## src/rtl/serial_work_receiver_pkg.sv

```systemverilog
// Shared definitions for the serial work receiver.
// Holds the default frame geometry and timeout, the field offsets of the
// assembled work word as used by the miner top, and a helper that returns
// the number of bytes on the wire for one frame.
package serial_work_receiver_pkg;

    localparam int          DEF_FRAME_BYTES = 52;
    localparam logic [23:0] DEF_TIMEOUT     = 24'h800000;

    // Field layout of the 52-byte work word (first received byte in MSBs).
    localparam int TARGET_MSB = 415;
    localparam int TARGET_LSB = 384;
    localparam int DATA2_MSB  = 383;
    localparam int DATA2_LSB  = 256;
    localparam int DATA1_MSB  = 255;
    localparam int DATA1_LSB  = 0;

    // Bytes on the wire per frame: payload plus optional XOR checksum byte.
    function automatic int frame_len(input int frame_bytes, input bit use_csum);
        return frame_bytes + (use_csum ? 1 : 0);
    endfunction

endpackage

```

## src/rtl/serial_work_receiver_work_fifo.sv

```systemverilog
// work_fifo: show-ahead synchronous FIFO for assembled work frames.
// Ports:
//   clk, rst_n      clock, asynchronous active-low reset
//   push, wdata     write request and data (ignored when full unless popping)
//   pop             read request (ignored when empty)
//   rdata           head entry, valid while !empty; forced to 0 when empty
//   full, empty     occupancy flags
//   level           number of stored entries, 0..DEPTH
module work_fifo
    import serial_work_receiver_pkg::*;
#(
    parameter int WIDTH = 8,
    parameter int DEPTH = 2
) (
    input  logic                   clk,
    input  logic                   rst_n,
    input  logic                   push,
    input  logic [WIDTH-1:0]       wdata,
    input  logic                   pop,
    output logic [WIDTH-1:0]       rdata,
    output logic                   full,
    output logic                   empty,
    output logic [$clog2(DEPTH):0] level
);

    localparam int AW = $clog2(DEPTH);
    localparam logic [AW:0] PTR_ONE = 1;

    // Pointers carry one extra wrap bit so full and empty are distinguishable.
    logic [AW:0]      wr_ptr_reg;
    logic [AW:0]      rd_ptr_reg;
    logic [WIDTH-1:0] mem [DEPTH];
    logic             push_ok;
    logic             pop_ok;

    assign empty   = (wr_ptr_reg == rd_ptr_reg);
    assign full    = (wr_ptr_reg[AW-1:0] == rd_ptr_reg[AW-1:0]) &&
                     (wr_ptr_reg[AW] != rd_ptr_reg[AW]);
    assign level   = wr_ptr_reg - rd_ptr_reg;
    assign pop_ok  = pop & ~empty;
    // A pop in the same cycle frees the slot, so a full FIFO still accepts.
    assign push_ok = push & (~full | pop_ok);

    always_ff @(posedge clk or negedge rst_n) begin
        if (!rst_n) begin
            wr_ptr_reg <= '0;
            rd_ptr_reg <= '0;
        end else begin
            if (push_ok) wr_ptr_reg <= wr_ptr_reg + PTR_ONE;
            if (pop_ok)  rd_ptr_reg <= rd_ptr_reg + PTR_ONE;
        end
    end

    // Storage is not reset; the empty gate below keeps the output clean.
    always_ff @(posedge clk) begin
        if (push_ok) mem[wr_ptr_reg[AW-1:0]] <= wdata;
    end

    assign rdata = empty ? '0 : mem[rd_ptr_reg[AW-1:0]];

endmodule

```

## src/rtl/serial_work_receiver.sv

```systemverilog
// serial_work_receiver: assembles fixed-length work frames from a byte
// stream, checks an optional trailing XOR checksum, discards stalled
// partial frames after an idle timeout, and queues good frames in a
// show-ahead FIFO drained with a valid/ready handshake.
// Ports:
//   clk, rst_n                 clock, asynchronous active-low reset
//   rx_valid, rx_byte          one-cycle byte strobe and data from the UART
//   work_data, work_valid      head-of-FIFO frame (first byte in MSBs), non-empty
//   work_ready                 consumer accepts head when work_valid & work_ready
//   rx_done                    pulse: frame written to the FIFO
//   err_timeout                pulse: partial frame discarded after idle timeout
//   err_checksum               pulse: frame discarded on checksum mismatch
//   err_overflow               pulse: good frame dropped because FIFO was full
//   level                      FIFO occupancy
module serial_work_receiver
    import serial_work_receiver_pkg::*;
#(
    parameter int                 FRAME_BYTES  = DEF_FRAME_BYTES,
    parameter int                 USE_CHECKSUM = 1,
    parameter int                 TIMER_W      = 24,
    parameter logic [TIMER_W-1:0] TIMEOUT      = TIMER_W'(DEF_TIMEOUT),
    parameter int                 DEPTH        = 2
) (
    input  logic                     clk,
    input  logic                     rst_n,
    input  logic                     rx_valid,
    input  logic [7:0]               rx_byte,
    output logic [8*FRAME_BYTES-1:0] work_data,
    output logic                     work_valid,
    input  logic                     work_ready,
    output logic                     rx_done,
    output logic                     err_timeout,
    output logic                     err_checksum,
    output logic                     err_overflow,
    output logic [$clog2(DEPTH):0]   level
);

    localparam int W     = 8 * FRAME_BYTES;
    localparam int CNT_W = $clog2(frame_len(FRAME_BYTES, USE_CHECKSUM != 0));
    localparam logic [CNT_W-1:0]   LAST_PAYLOAD = CNT_W'(FRAME_BYTES - 1);
    localparam logic [CNT_W-1:0]   CSUM_IDX     = CNT_W'(FRAME_BYTES);
    localparam logic [CNT_W-1:0]   CNT_ONE      = 1;
    localparam logic [TIMER_W-1:0] TIMER_ONE    = 1;

    logic [CNT_W-1:0]   cnt_reg;
    logic [TIMER_W-1:0] timer_reg;
    logic [7:0]         csum_reg;
    logic [W-1:0]       frame_sr_reg;
    logic               commit_pend_reg;
    logic               csum_bad_reg;
    logic               rx_done_reg;
    logic               err_timeout_reg;
    logic               err_checksum_reg;
    logic               err_overflow_reg;

    logic csum_byte;
    logic last_payload;
    logic timeout_hit;
    logic fifo_full;
    logic fifo_empty;
    logic pop;
    logic commit_write;

    // Which byte closes the frame depends on whether a checksum trails it.
    generate
        if (USE_CHECKSUM != 0) begin : g_csum
            assign csum_byte    = (cnt_reg == CSUM_IDX);
            assign last_payload = 1'b0;
        end else begin : g_no_csum
            assign csum_byte    = 1'b0;
            assign last_payload = (cnt_reg == LAST_PAYLOAD);
        end
    endgenerate

    // A byte arriving on the expiry cycle wins over the timeout.
    assign timeout_hit  = ~rx_valid && (cnt_reg != '0) && (timer_reg == TIMEOUT);
    assign work_valid   = ~fifo_empty;
    assign pop          = work_valid & work_ready;
    assign commit_write = commit_pend_reg & (~fifo_full | pop);

    always_ff @(posedge clk or negedge rst_n) begin
        if (!rst_n) begin
            cnt_reg          <= '0;
            timer_reg        <= '0;
            csum_reg         <= '0;
            frame_sr_reg     <= '0;
            commit_pend_reg  <= 1'b0;
            csum_bad_reg     <= 1'b0;
            rx_done_reg      <= 1'b0;
            err_timeout_reg  <= 1'b0;
            err_checksum_reg <= 1'b0;
            err_overflow_reg <= 1'b0;
        end else begin
            commit_pend_reg  <= 1'b0;
            csum_bad_reg     <= 1'b0;
            rx_done_reg      <= commit_write;
            err_overflow_reg <= commit_pend_reg & ~commit_write;
            err_checksum_reg <= csum_bad_reg;
            err_timeout_reg  <= timeout_hit;

            if (rx_valid) begin
                timer_reg <= '0;
                if (csum_byte) begin
                    // Checksum byte is compared, never shifted in.
                    cnt_reg         <= '0;
                    csum_reg        <= '0;
                    commit_pend_reg <= (rx_byte == csum_reg);
                    csum_bad_reg    <= (rx_byte != csum_reg);
                end else begin
                    // In the commit cycle this shift lands on the same edge
                    // as the FIFO write, which still captures the old frame.
                    frame_sr_reg <= W'({frame_sr_reg, rx_byte});
                    if (last_payload) begin
                        cnt_reg         <= '0;
                        csum_reg        <= '0;
                        commit_pend_reg <= 1'b1;
                    end else begin
                        cnt_reg  <= cnt_reg + CNT_ONE;
                        csum_reg <= csum_reg ^ rx_byte;
                    end
                end
            end else if (cnt_reg != '0) begin
                if (timeout_hit) begin
                    cnt_reg   <= '0;
                    csum_reg  <= '0;
                    timer_reg <= '0;
                end else begin
                    timer_reg <= timer_reg + TIMER_ONE;
                end
            end
        end
    end

    work_fifo #(
        .WIDTH (W),
        .DEPTH (DEPTH)
    ) u_fifo (
        .clk   (clk),
        .rst_n (rst_n),
        .push  (commit_pend_reg),
        .wdata (frame_sr_reg),
        .pop   (pop),
        .rdata (work_data),
        .full  (fifo_full),
        .empty (fifo_empty),
        .level (level)
    );

    assign rx_done      = rx_done_reg;
    assign err_timeout  = err_timeout_reg;
    assign err_checksum = err_checksum_reg;
    assign err_overflow = err_overflow_reg;

endmodule

```

## config.mk

```make
export PLATFORM = sky130hd
export DESIGN_NAME = serial_work_receiver
export DESIGN_NICKNAME = d
export VERILOG_FILES = /design/src/rtl/serial_work_receiver_pkg.sv /design/src/rtl/serial_work_receiver_work_fifo.sv /design/src/rtl/serial_work_receiver.sv
export SDC_FILE = /design/constraint.sdc
export NUM_CORES = 2
export LEC_CHECK = 0
export BUFFER_PORTS_ARGS = -buffer_cell sky130_fd_sc_hd__buf_2
export CAP_MARGIN = 20
export CORE_ASPECT_RATIO = 0.8
export CORE_MARGIN = 2
export CORE_UTILIZATION = 45
export CTS_CLUSTER_SIZE = 28
export DETAILED_ROUTE_END_ITERATION = 10
export MAX_ROUTING_LAYER = met4
export PLACE_DENSITY_LB_ADDON = 0.12
export SLEW_MARGIN = 10
export SYNTH_ARGS = -nofsm -noshare
export SYNTH_HDL_FRONTEND = slang
export SYNTH_HIERARCHICAL = 1
export SYNTH_SLANG_ARGS = --single-unit
```

## constraint.sdc

```tcl
create_clock -name clk -period 42.7 [get_ports clk]
set_input_delay 8.54 -clock clk [delete_from_list [all_inputs] [get_ports clk]]
set_output_delay 8.54 -clock clk [all_outputs]
set_load 0.02 [all_outputs]
```

==> reports/results.tsv <==
stage	metric	value	unit
cts	register clock-pin slew on the reported worst setup and hold paths	60	ps
logic_synthesis	sequential fraction of the synthesis area	0.7265	
floorplanning	number of core rows	109	
finish	synth-to-layout area growth	14.76	%
global_routing	first-pass GRT wire length	172500	um
drt	initial DRC count	1962	
critical_path	Critical path destination	work_data[293]	
floorplanning	die span in y	303.2	um
sta	max_slew headroom	0.2621	
logic_synthesis	post-synthesis cell type with the largest combined area	edfxtp_1	
critical_path	cell depth of the worst flop-to-flop path	13	
sta	number of hold-slack violations in the final timing report	0	
sta	achievable frequency	69.14	MHz
sta	Min Clock Period, post-route	14460	ps
floorplanning	initial core utilization	0.4548	
drt	average via count per standard cell	4.908	
pwr	Worst IR Drop VDD	0.04026	mV
logic_synthesis	cells taking the most area after synthesis	edfxtp_1 50%, dfrtp_1 23%, nand2_1 9.5%	
critical_path	reg2reg setup slack	35990	ps
finish	antenna fix cells	0	
sta	number of pins exceeding their max-slew limit in the final report	0	
logic_synthesis	YS warnings	6	
status	outcome	finished, final reports clean	
sta	worst clock skew	28.55	ps
critical_path	Setup crit end kind	output port	
cts	post-cts hold buffer count	0	
drt	first-pass detailed-route iteration total	5	
floorplanning	x dimension of the die	378.1	um
drt	wire length per cell	19.40	um
placed_design	number of placed instances, taps included	5588	
cts	CTS sink cnt	1296	
pwr	Leak Pwr	24.46	nW
global_routing	number of antenna violations at the first check in global routing	0	
global_routing	via count of the first global-routing pass	27900	
logic_synthesis	number of nets produced by synthesis	3833	
sta	Sum Neg Setup Slack	0	ps
floorplanning	io pins	435	
logic_synthesis	per-instance average area after synthesis	13.20	sq um
logic_synthesis	proportion of netlist area held by the largest area contributor	0.4960	
cts	Clock H-tree levels	4	
critical_path	data required time of the critical path	34160	ps
sta	Final Setup Violations	0	
finish	max FFs per register	832	
placed_design	detailed placer's ending HPWL	67530	um
critical_path	source of the worst register-to-register timing path	u_fifo/rd_ptr_reg[0]$_DFFE_PN0P_	
logic_synthesis	Post-Synthesis Cell Area	50370	sq um
critical_path	type of origin of the critical path	flop	
placed_design	Placer Congestion	0.7950	
cts	CTS tree	done	
drt	DRC violation count after routing	0	
min_path	startpoint of the worst hold path	csum_bad_reg$_DFF_PN0_	
critical_path	Setup CP Type	flop to output port	
cts	count of cells resized by post-cts repair	0	
drt	sum of routed wire length over all layers	113200	um
critical_path	top fanout value on the critical path	65	
cts	cts bufs inserted	132	
cts	count of buffers added by post-CTS timing repair for setup	0	
logic_synthesis	cells after synthesis	3816	
pwr	power density normalized to cell area	61.81	nW/um^2
floorplanning	full die area	114600	sq um
floorplanning	floorplan core area	110700	sq um
job	Maximum Capacitance Violations	0	
global_routing	maximum number of pins on one net before global-route repair	202	
cts	maximum root-to-sink buffer count	3	
placed_design	I/O Buffers	434	
sta	Worst Tran Pin Value	1107	ps
drt	vias	28630	
cts	clock latency on the worst-skew pair	740	ps
finish	area of combinational cells with multiple inputs	12540	sq um
global_routing	GR Util All Layers	0.2034	
finish	count of nets after finishing	4241	
finish	layout cells sized above 1	0.1836	
finish	Cell Count, Final, Fillers Out	5834	
global_routing	global route overflow	0	
cts	cell at the root of the clock tree	clkbuf_16	
logic_synthesis	Synth Register Bits	1296	
critical_path	data arrival time of the worst path	5920	ps
min_path	type of the worst min-delay path	flop to flop	
sta	fin crit share	0.3387	
critical_path	destination of the worst register-to-register timing path	u_fifo/mem[0][205]$_DFFE_PP_	
finish	Sequential cell area	36600	sq um
critical_path	launching element of the worst setup path	u_fifo/rd_ptr_reg[0]$_DFFE_PN0P_	
sta	setup repair after global routing missed its margin	false	
logic_synthesis	Unique masters post-synth	58	
drt	Detail Route Antenna Nets	0	
finish	Filler Cells Inserted	9613	
-- how the worst min path moves through the flow --
stage,cells past startpoint,to
2_1_floorplan,0,err_checksum$_DFF_PN0_
3_3_place_gp,0,err_checksum$_DFF_PN0_
3_5_place_dp,0,err_checksum$_DFF_PN0_
4_1_cts,0,err_checksum$_DFF_PN0_
5_1_grt,0,err_checksum$_DFF_PN0_
6_report,0,err_checksum$_DFF_PN0_
-- critical path, stage by stage, from the launching register on --
cell,delay [ps]
dfrtp_4,730
ha_1,460
and2_4,630
buf_4,670
buf_4,650
buf_4,650
buf_4,840
nor2_1,130
buf_2,200
-- metrics by stage --
stage	area, sq um	power (W)	hold WS, ps	utilization	setup slack [ps]
finish	57800	0.003572	370.5	0.5220	28240
global route	57800	0.003742	382.2	0.5220	27850
CTS	57800	0.003626	379.4	0.5220	28130
detailed placement	53610	0.002499	366.6	0.4841	28950
global placement	53610	0.002493	364.9	0.4841	29050
floorplan	50370	0.002178	331.2	-	15320
-- cell usage after synthesis (all sizes together) --
| master | n |
|---|---|
| a41oi | 1 |
| a21o | 2 |
| nand4 | 10 |
| o21ai | 37 |
| mux2 | 2 |
| dfrtp | 464 |
| nor2b | 5 |
| or2 | 2 |
| or4 | 8 |
| nand2b | 2 |
| xor2 | 14 |
| nor2 | 446 |
| a21oi | 14 |
| nor3 | 7 |
| edfxtp | 832 |
| a2bb2oi | 1 |
| a22o | 1 |
| o211a | 1 |
| or2b | 1 |
| a31oi | 2 |
| nand2 | 1274 |
| nand4b | 2 |
| nor4b | 2 |
| and4 | 3 |
| and2 | 3 |
| nand3b | 5 |
| ha | 5 |
| and3 | 4 |
| nand4bb | 1 |
| inv | 10 |
| o41ai | 1 |
| xnor2 | 4 |
| mux2i | 417 |
| nand3 | 15 |
| a21boi | 3 |
| nor4 | 8 |
| a22oi | 1 |
| or3 | 3 |
| o31ai | 1 |
| clkbuf | 69 |
| buf | 131 |
| or4b | 2 |
-- power by group --
part           total, W  internal (W)  switching (W)
Combinational   0.00101      0.000336       0.000678
Clock           0.00112      0.000641       0.000476
Sequential      0.00144       0.00139      0.0000533
Total           0.00357       0.00236        0.00121
-- cell families after synthesis --
logic type | count (synthesis) | share of synthesized area
and+or+nand+nor | 1803 | 0.1528
DFF | 1296 | 0.7265
muxes | 419 | 0.08331
buffers and inverters | 210 | 0.02524
AOI/OAI and AO/OA | 65 | 0.007552
xor gates and xnor gates | 18 | 0.003279
adders and majority gates | 5 | 0.001242
-- final cells by class --
class	instances	share of cell area
Clock buffer	198	0.06609
Tap cell	1498	0.03243
Multi-Input combinational cell	2310	0.2169
Clock inverter	48	0.006472
Inverter	10	0.0006494
Timing Repair Buffer	474	0.04425
Sequential cell	1296	0.6332
-- layer usage --
metal | up-vias | track usage | routed length, um
li1 | 13770 | - | -
met5 | - | - | 0
met1 | 14180 | 0.2871 | 53370
met2 | 538 | 0.2984 | 51600
met3 | 146 | 0.04323 | 6018
met4 | 0 | 0.05872 | 2182
-- cells in the final DEF (no fill, tap or decap), types with 9 or more instances in the layout --
cell       instances
edfxtp_1         832
inv_1             10
o21ai_1           24
clkbuf_16        139
mux2i_1          417
nor2_2            50
xor2_1            14
buf_2            433
nand3_1           15
clkinv_2          21
clkbuf_8          12
clkinv_1          13
a21oi_1           14
nor2_4            73
clkbuf_1          47
dfrtp_1          463
nand2_1         1273
o21ai_0           12
nor2_1           323
buf_4             34
nand4_1            9
(Power assumes the default switching activity.)
